**config.mk**
```make
export PLATFORM = sky130hd
export DESIGN_NAME = bus_arbiter
export DESIGN_NICKNAME = d
export VERILOG_FILES = /design/src/rtl/bus_arbiter.sv
export SDC_FILE = /design/constraint.sdc
export NUM_CORES = 1
export LEC_CHECK = 0
export BUFFER_PORTS_ARGS = -buffer_cell sky130_fd_sc_hd__buf_2
export CAP_MARGIN = 5
export CORE_UTILIZATION = 35
export CTS_CLUSTER_SIZE = 10
export DETAILED_ROUTE_END_ITERATION = 8
export GPL_TIMING_DRIVEN = 0
export PLACE_DENSITY = 0.49
export SLEW_MARGIN = 20
export SYNTH_ARGS = -nofsm -noshare
export SYNTH_HDL_FRONTEND = slang
export SYNTH_SLANG_ARGS = --single-unit
```
**constraint.sdc**
```tcl
create_clock -name clk -period 4 [get_ports clk]
set_input_delay 0 -clock clk [delete_from_list [all_inputs] [get_ports clk]]
set_output_delay 0 -clock clk [all_outputs]
set_load 0.02 [all_outputs]
```
**src/rtl/bus_arbiter.sv**
```systemverilog
// rtl/bus_arbiter.sv - four-master round-robin bus arbiter with hold-based starvation flag
//
// Purpose: grants the bus to one of four masters. The grant is held for as
// long as the owner keeps its request low. When the owner releases, the
// search starts at the next master in round-robin order. With no request
// pending, the grant stays parked on the last owner.
//
// Ports:
//   clk      in   clock, rising edge
//   reset    in   asynchronous, active-high reset
//   req_n    in   [3:0] per-master request, active-low
//   grnt_n   out  [3:0] per-master grant, active-low, registered, one-cold
//   owner    out  [1:0] index of the granted master, registered
//   bus_busy out  owner is currently holding its request low
//   starve   out  a waiting master has been blocked for STARVE_LIMIT edges
module bus_arbiter #(
  parameter logic [7:0] STARVE_LIMIT = 8'd16
) (
  input  logic       clk,
  input  logic       reset,
  input  logic [3:0] req_n,
  output logic [3:0] grnt_n,
  output logic [1:0] owner,
  output logic       bus_busy,
  output logic       starve
);

  logic [1:0] next_owner;
  logic [1:0] idx;
  logic       found;
  logic       others_req;
  logic [7:0] hold_cnt;
  logic [7:0] next_hold_cnt;

  assign bus_busy = ~req_n[owner];
  assign starve   = (hold_cnt == STARVE_LIMIT);

  // Any master other than the owner currently requesting.
  assign others_req = |(~req_n & ~(4'b0001 << owner));

  // Round-robin search from owner+1. The last probe (i = 4) wraps back to
  // the owner itself, whose request is known to be high here, so an idle bus
  // stays parked on the current owner.
  always_comb begin
    next_owner = owner;
    found      = 1'b0;
    idx        = owner;
    if (req_n[owner]) begin
      for (int i = 1; i <= 4; i++) begin
        idx = owner + 2'(i);
        if (!found && !req_n[idx]) begin
          next_owner = idx;
          found      = 1'b1;
        end
      end
    end
  end

  // The hold counter measures how long the owner has kept the bus while
  // someone else waits. It saturates so that starve stays high until a
  // handoff clears it.
  always_comb begin
    next_hold_cnt = 8'd0;
    if (next_owner == owner && !req_n[owner] && others_req) begin
      if (hold_cnt == STARVE_LIMIT) begin
        next_hold_cnt = hold_cnt;
      end else begin
        next_hold_cnt = hold_cnt + 8'd1;
      end
    end
  end

  always_ff @(posedge clk or posedge reset) begin
    if (reset) begin
      owner    <= 2'd0;
      grnt_n   <= 4'b1110;
      hold_cnt <= 8'd0;
    end else begin
      owner    <= next_owner;
      grnt_n   <= ~(4'b0001 << next_owner);
      hold_cnt <= next_hold_cnt;
    end
  end

endmodule

```
# After elaboration in Yosys (flattened, before gate mapping)

Index checks and enable logic that the tools add are counted.

Bits in registers: 14
Input port bits: 6

Add/sub/neg operators: 4
$lt $le $gt $ge: 4
Equality and inequality tests: 3
Shift operators: 2
Muxes and demuxes: 21
Bitwise operators: 5
Reduce and logical (&&, ||, !) cells: 12

Operators with widths:

| operator            | number |
|---|---|
| $mux 8              | 2 |
| $lt 2x3->1 const B  | 4 |
| $not 4->4           | 3 |
| $mux 1              | 10 |
| $mux 2              | 5 |
| $add 8x1->8 const B | 1 |
| $bmux 1 s2          | 4 |
| $eq 8x5->1 const B  | 1 |
| $shl 1x2->4 const A | 2 |
| $logic_not 1->1     | 6 |
| $logic_and 1x1->1   | 5 |
| $add 2x2->2 const B | 2 |
| $and 4x4->4         | 1 |
| $reduce_or 4->1     | 1 |
| $add 2x1->2 const B | 1 |
| $eq 2x2->1          | 1 |
| $ne 2x2->1 const B  | 1 |
| $not 1->1           | 1 |

# Depth between registers and ports, before layout

Gate-level depths: netlist of the first run.

Depth in word-level cells: 21
Depth in mapped cells: 9
Gate-level depth less buffers: 7

# Worst setup path after synthesis of the first run

OpenSTA, ideal clock, no wires.

Path kind: reg2reg
From: register owner[1]
To: register grnt_n[0]
Setup time: 124 ps
Arrival: 2599 ps
Data required time: 3876 ps
Setup slack: 1277 ps
Stages on the path, launching flop included: 9
Cell sequence: dfrtp_1 clkbuf_1 inv_1 ha_1 clkbuf_1 mux4_2 a2111oi_2 mux2i_1 or2_1

Word-level cells in the longest chain between the ends: 19
Elaborated cells between the ends (all ways): 33

Ends and longest elaborated chain:

| element                      | RTL line | text |
|---|---|---|
| start: declaration           | 23       | `output logic [1:0] owner,` |
| start signal: assignment     | 79       | `owner <= next_owner;` |
| $add 2x1->2                  | 50       | `idx = owner + 2'(i);` |
| $bmux 1 s2                   | 51       | `if (!found && !req_n[idx]) begin` |
| $mux 1 (not written as such) | 51       |  |
| $mux 1                       | 51       |  |
| $mux 1                       | 48       | `if (req_n[owner]) begin` |
| $logic_not 1->1              | 51       |  |
| $logic_and 1x1->1            | 51       |  |
| $mux 1                       | 51       |  |
| [4 not listed]               | n/a      |  |
| $mux 1                       | 48       |  |
| $logic_not 1->1              | 51       |  |
| $logic_and 1x1->1            | 51       |  |
| $mux 2                       | 51       |  |
| $mux 2 *                     | 48       |  |
| via next_owner[0]            | 28       | `logic [1:0] next_owner;` |
| $shl 1x2->4 *                | 80       | `grnt_n <= ~(4'b0001 << next_owner);` |
| $not 4->4 *                  | 80       |  |
| end signal: assignment       | 80       |  |
| end: declaration             | 22       | `output logic [3:0] grnt_n,` |

The timed path passes the listed nets; every way through them passes the cells marked *. The select of a mux whose other input is x is not followed.
A chain may end at the register's enable or synchronous reset.

# Worst setup path in the final report of the first run

Ends and elaborated chain as after synthesis.

==> run_results.csv, run 1 <==
group,metric,value,unit
drt,antenna_left,0,
worst_setup_path,required,4.22,ns
finish,drive_gt1_share,24.1,%
synth,netlist_area,971,sq um
job,drv_cap,0,
sta,post-route-period-util,76.3,%
drt,drt_wl_total,1890,um
synth,ys_seq_elements,14,
power,cellPowerDensity,732,nW/um^2
worst_setup_path,cpMaxStageDelayCell,"mux2i_1",
finish,syn_to_final_growth,13.8,%
synth,async_flop_share,100,%
placement,gp_congestion,0.719,
finish,diodes,0,
power,leakage,0.506,nW
global_routing,grt_pass1_wl,3170,um
synth,synth_nets,109,
synth,syn_inst,97,
power,p_seq_share,27.3,%
power,p_sw,0.365,mW
floorplan,dieArea,2990,sq um
sta,maxSlewHeadroom,57.1,%
synth,yosysUniqueCellTypes,35,
drt,drcViolationCount,0,
drt,vias,744,
power,switching_share,45.1,%
power,ir_worst_vdd,372,uV
synth,synth_edf_count,0,
worst_setup_path,crit_top_cell,"clkbuf_1",
clock_tree,htreeDepth,1,
clock_tree,clock_path_buffers,2,
clock_tree,root_buffer,"clkbuf_4",
global_routing,globalRouteOverflowTotal,0,
floorplan,fp.dieW,54.7,um
power,power.internal,0.444,mW
clock_tree,cts_made_buffers,3,
worst_setup_path,path_cells,"clkbuf_1 > inv_1 > ha_1 > clkbuf_1 > mux4_2 > a2111oi_2 > mux2i_1 > or2_1",
synth,ys_seq_area_share,36.5,%
clock_tree,post_cts_resized,0,
finish,final_cell_mix,"nor2_1 (12), buf_2 (11), dfrtp_1 (11)",
floorplan,start_util,38.2,%
sta,period_needed,3.05,ns
finish,final_nets,125,
clock_tree,clk_pin_slew,0.08,ns
drt,via_per_inst,5.24,
worst_setup_path,cp.buffers_inverters,3,
worst_setup_path,critical_path_peak_fanout,10,
finish,layout_commonest_cell,"nor2_1",
clock_tree,clk_latency,0.27,ns
clock_tree,cts_tree,"built",
worst_setup_path,cp-start-kind,"flop",
sta,max_slew.worst_pin.slew,0.639,ns
worst_setup_path,worst-r2r-setup-slack,0.95,ns
floorplan,std_cell_rows,18,
global_routing,grt_use_total,15.0,%
worst_setup_path,crit_path_max_incr_delay,0.43,ns
worst_setup_path,path_class,"reg2reg",
sta,finalSetupViolCount,0,
floorplan,die_h,54.7,um
drt,wl_per_cell,13.3,um
sta,final_max_slew_viol_count,0,
clock_tree,clock_sinks,14,
global_routing,grt_pass1_vias,729,
finish,final_util,43.4,%
drt,dr.pass1.iters,4,
floorplan,io_pins,14,
min_path,hp-class,"in2reg",
global_routing,grt_max_degree,15,
finish,fillers,261,
drt,first_iter_violations,13,
sta,hold_violations,0,
worst_setup_path,worstSetupEndpointType,"flop",
worst_setup_path,critical_path.top_delay_family,"buffers and inverters",
floorplan,coreArea,2540,sq um
global_routing,grt_antenna_before_repair,0,
sta,clock_skew,0.00311,ns
sta,rsz0062_at_grt,"false",
power,pwr-share-clk,12.4,%
synth,yosys_warnings,0,
power,combPwrFrac,60.3,%
synth,synth_ff_type,"dfrtp_1",
placement,hpwl,1350,um
sta,max_clock_freq,0.328,GHz
worst_setup_path,arrival,3.27,ns
outcome,status,"completed",
placement,numPortBuffers,10,
synth,syn_avg_cell_area,10.0,sq um
sta,tns,0,ns
## power groups by stage
stage          sequential [mW]  combinational, mW  clock [mW]
3_5_place_dp             0.224              0.488           0
5_1_grt                  0.229              0.542       0.113
2_1_floorplan            0.252              0.349           0
3_3_place_gp             0.223              0.480           0
4_1_cts                  0.222              0.490       0.107
6_report                 0.221              0.488       0.100
## area by class of cell
type                            instances  area [sq um]  share of cell area [%]
Tap cell                               30          37.5                    3.40
Clock buffer                            4          36.3                    3.28
Buffer                                  6          46.3                    4.19
Inverter                                6          22.5                    2.04
Multi-Input combinational cell         71           548                    49.6
Timing Repair Buffer                   11          60.1                    5.44
Sequential cell                        14           354                    32.0
## worst register-to-register path: stages (launching register included)
cell and delay [ns]:
dfrtp_1 0.39, clkbuf_1 0.40, inv_1 0.13, ha_1 0.33, clkbuf_1 0.36, mux4_2 0.39
a2111oi_2 0.41, mux2i_1 0.43, or2_1 0.16
## Yosys cell counts, drive strengths merged (2+ instances only)
cell type / n / area [sq um]
a21oi: 6 / 30.0
and3: 3 / 18.8
buf: 4 / 38.8
clkbuf: 2 / 7.51
dfrtp: 11 / 275
dfstp: 3 / 78.8
ha: 6 / 75.1
inv: 6 / 22.5
mux2i: 7 / 70.1
nand2: 3 / 11.3
nand2b: 2 / 12.5
nand3: 4 / 20.0
nor2: 12 / 45.0
o221ai: 2 / 17.5
o22ai: 2 / 12.5
or2: 2 / 12.5
xnor2: 3 / 26.3
xor2: 4 / 35.0
## timing repair
action                                  in CTS  in global routing
endpoints found under the setup margin       0                  0
hold endpoints to repair                    11                  0
buffers inserted                             0                  0
hold buffers                                 1                  0
## path summary, 6_finish.rpt
path,depth (start not counted),endpoint,start
setup / recovery,8,grnt_n[0]$_DFF_PP0_,owner[1]$_DFF_PP0_
setup reg to reg,8,grnt_n[0]$_DFF_PP0_,owner[1]$_DFF_PP0_
max in group asynchronous,3,grnt_n[2]$_DFF_PP1_,reset
min in group asynchronous,3,hold_cnt[6]$_DFFE_PP0P_,reset
hold reg to reg,2,hold_cnt[7]$_DFFE_PP0P_,hold_cnt[7]$_DFFE_PP0P_
hold / removal,4,owner[0]$_DFF_PP0_,req_n[3]
## per-stage QoR
stage                     setup slack (ns)  instances  hold WS (ns)  power [mW]  instance area, sq um
after global placement               0.994        137        0.0677       0.704                  1060
after CTS                            0.924        142         0.244       0.819                  1100
final                                0.948        142         0.278       0.809                  1100
after detailed placement             0.953        137        0.0690       0.713                  1060
after floorplan                       1.28         97        -0.113       0.602                   971
after global routing                 0.653        142         0.280       0.883                  1100
## registers in the layout (all words and copies together), names as in the netlist
name,flops
grnt_n,4
owner,2
hold_cnt,8
## metal layers
metal / vias up / track usage, % / wire length, um
met5: - / 0 / 0
met4: 0 / 3.42 / 0
met3: 0 / 6.11 / 82
met2: 15 / 22.3 / 803
met1: 359 / 20.0 / 1000
li1: 370 / - / -
## cells by family (layout without fill, tap and decap cells)
group | Yosys count | count (layout) | share of synthesized area (%)
xor+xnor | 7 | 7 | 6.31
compound gates | 19 | 19 | 14.4
flops | 14 | 14 | 36.5
buf+inv | 12 | 27 | 7.09
fa+ha+maj | 6 | 6 | 7.73
mux | 9 | 9 | 10.7
simple gates | 30 | 30 | 17.3
Note: power is estimated with default switching activity, not from simulation.
==> run 2, diff against run 1 <==
--- a/config.mk
+++ b/config.mk
@@ -5,6 +5,7 @@
 export SDC_FILE = /design/constraint.sdc
 export NUM_CORES = 1
 export LEC_CHECK = 0
+export ABC_AREA = 1
 export BUFFER_PORTS_ARGS = -buffer_cell sky130_fd_sc_hd__buf_2
 export CAP_MARGIN = 5
 export CORE_UTILIZATION = 35
==> constraint.sdc (replaced) <==
create_clock -name clk -period 3.2 [get_ports clk]
set_input_delay 0 -clock clk [delete_from_list [all_inputs] [get_ports clk]]
set_output_delay 0 -clock clk [all_outputs]
set_load 0.02 [all_outputs]
==> run_results.csv, run 2 <==
group,metric,value,unit
clock_tree,clock_path_buffers,2,
finish,postLayoutCellArea,1140,sq um
sta,final_max_slew_viol_count,0,
clock_tree,root_buffer,"clkbuf_4",
synth,synth_top_cell_area_share,27.6,%
synth,ys_seq_elements,14,
worst_setup_path,critical_path_peak_fanout,9,
floorplan,coreArea,2590,sq um
synth,synth-adder-area-share,7.54,%
sta,finalSetupViolCount,0,
drt,vias,836,
floorplan,fp.dieW,55.3,um
global_routing,grt_pass1_vias,790,
clock_tree,htreeDepth,1,
global_routing,gr-usage-met2,26.0,%
synth,ys_seq_area_share,35.6,%
sta,hold_violations,0,
finish,syn_to_final_growth,14.9,%
synth,synth_xor_area_share,4.40,%
finish,largest_reg_flops,8,
clock_tree,cts_tree,"built",
global_routing,globalRouteOverflowTotal,0,
synth,yosysMostFrequentCell,"nand2_1",
job,drv_cap,0,
power,p_total,1.15,mW
synth,syn_inst,129,
finish,regMostFlops,"hold_cnt",
synth,synth_ff_type,"dfrtp_1",
global_routing,grt_util_met1,16.1,%
placement,post-place-ws,1.29,ns
synth,syn_avg_cell_area,7.72,sq um
synth,synth.area.top_cells,"dfrtp_1 (28%), nand2_1 (12%), dfstp_2 (7.9%)",
floorplan,dieArea,3060,sq um
drt,drcViolationCount,0,
worst_setup_path,cp.buffers_inverters,4,
floorplan,start_util,38.5,%
drt,drt_wl_total,1860,um
synth,synth_top_family_by_area,"simple AND/OR/NAND/NOR gates",
worst_setup_path,path_class,"reg2reg",
finish,diodes,0,
synth,netlist_area,996,sq um
worst_setup_path,cpMaxStageDelayCell,"dfrtp_1",
min_path,hp-class,"in2reg",
worst_setup_path,critical_path.top_delay_family,"simple AND/OR/NAND/NOR gates",
clock_tree,cts_made_buffers,3,
finish,drive_gt1_share,28.6,%
clock_tree,clk_latency,0.27,ns
global_routing,grt_use_total,14.5,%
sta,holdWs,0.231,ns
finish,final_nets,160,
finish,final_cell_mix,"nand2_1 (33), inv_1 (15), nand3_1 (13), buf_2 (13), nor2_1 (12)",
worst_setup_path,path_cells,"buf_6 > inv_8 > ha_1 > inv_1 > nand3_2 > nand2_2 > nor2_4 > nand2_1 > nand2_1 > inv_2 > a21oi_2 > nand2_1",
sta,rsz0062_at_grt,"false",
sta,clock_skew,0.00372,ns
clock_tree,clock_sinks,14,
global_routing,grt_antenna_before_repair,0,
placement,hpwl,1510,um
synth,async_flop_share,100,%
placement,placed_area,1100,sq um
synth,yosysUniqueCellTypes,24,
drt,first_iter_violations,14,
worst_setup_path,crit_top_cell,"nand2_1",
sta,worst_slack,1.28,ns
synth,synth_common_cells,"nand2_1 (33), inv_1 (15), nand3_1 (13)",
global_routing,use_met3,4.22,%
placement,numPortBuffers,13,
floorplan,die_h,55.3,um
sta,maxSlewHeadroom,59.8,%
floorplan,std_cell_rows,18,
synth,synth_mux_area_share,0,%
finish,final_util,44.2,%
placement,gp_congestion,0.714,
outcome,status,"completed",
drt,antenna_left,0,
drt,dr.pass1.iters,4,
clock_tree,postCtsSetupBuffers,0,
sta,tns,0,ns
power,cellPowerDensity,1000,nW/um^2
power,leakage,0.618,nW
drt,via_per_inst,4.72,
synth,synth-simple-area-share,39.3,%
global_routing,busiest_layer,"met2",
synth,yosys_warnings,0,
clock_tree,clk_pin_slew,0.08,ns
synth,synth_compound_area_share,4.15,%
sta,post-route-period-util,59.9,%
worst_setup_path,cp-start-kind,"flop",
sta,max_clock_freq,0.522,GHz
synth,synth_edf_count,0,
worst_setup_path,arrival,2.08,ns
synth,synth_nets,141,
floorplan,io_pins,14,
sta,period_needed,1.92,ns
finish,layout_commonest_cell,"nand2_1",
global_routing,grt_pass1_wl,3460,um
worst_setup_path,crit_path_max_incr_delay,0.43,ns
finish,largestRegisters,"hold_cnt x8, grnt_n x4, owner x2",
worst_setup_path,required,3.36,ns
finish,stdcell_count,177,
power,ir_worst_vdd,513,uV
sta,max_slew.worst_pin.slew,0.600,ns
placement,placed_cells,172,
worst_setup_path,worstSetupEndpointType,"flop",
drt,wl_per_cell,10.5,um
global_routing,grt_max_degree,15,
synth,synth_top_area_cell,"dfrtp_1",
## run 2: cell count changes after synthesis, sizes merged, moves of 2 or more
cell / delta
nand2b: -2
and3: -2
a21oi: -3
or2: -2
buf: -3
nand2: +42
nand3: +11
mux2i: -7
nor3: +2
inv: +12
o221ai: -2
nor3b: +2
## run 2: where the power goes
group	switching (mW)	internal, mW
sequential	0.0367	0.238
clock	0.0548	0.0691
combinational	0.492	0.259
total	0.583	0.565
## run 2: cell families (layout without fill, tap and decap cells)
logic type	count (synthesis)	count (layout)
xor gates and xnor gates	5	5
buffers and inverters	20	38
DFF	14	14
adders and majority gates	6	6
AOI/OAI and AO/OA	5	5
and+or+nand+nor	79	79
## run 2: area by class of cell
| class | instances | area (sq um) |
|---|---|---|
| Timing Repair Buffer | 14 | 75.1 |
| Clock buffer | 4 | 36.3 |
| Tap cell | 30 | 37.5 |
| Inverter | 18 | 75.1 |
| Multi-Input combinational cell | 95 | 552 |
| Fill cell | 279 | 1450 |
| Buffer | 2 | 15.0 |
| Sequential cell | 14 | 354 |
## run 2: path summary, 6_finish.rpt
path / from / endpoint / slack (ns) / cells after the start
worst min register to register: hold_cnt[7]$_DFFE_PP0P_ / hold_cnt[7]$_DFFE_PP0P_ / 0.56 / 2
worst min-delay path: req_n[2] / owner[1]$_DFF_PP0_ / 0.23 / 6
max in group asynchronous: reset / grnt_n[1]$_DFF_PP1_ / 2.53 / 3
worst max-delay path: owner[0]$_DFF_PP0_ / grnt_n[0]$_DFF_PP0_ / 1.28 / 12
worst max register to register: owner[0]$_DFF_PP0_ / grnt_n[0]$_DFF_PP0_ / 1.28 / 12
min in group asynchronous: reset / hold_cnt[4]$_DFFE_PP0P_ / 0.30 / 3
## run 2: what timing repair did
item,in CTS,in global routing
hold buffers,1,0
endpoints found under the setup margin,0,0
resized for setup,0,0
endpoints found under the hold margin,11,0
## run 2: worst register-to-register path, delay by kind of cell, from the launching register on
family          cells  cell delay, ns
compound gates      1            0.13
flops               1            0.43
buf+inv             4            0.40
simple gates        6            0.49
fa+ha+maj           1            0.35
## run 2: per-layer routing
metal / vias up / share of wire [%]
li1: 441 / -
met1: 385 / 45
met2: 8 / 52
met3: 2 / 1.7
met4: 0 / 1.2
met5: - / 0
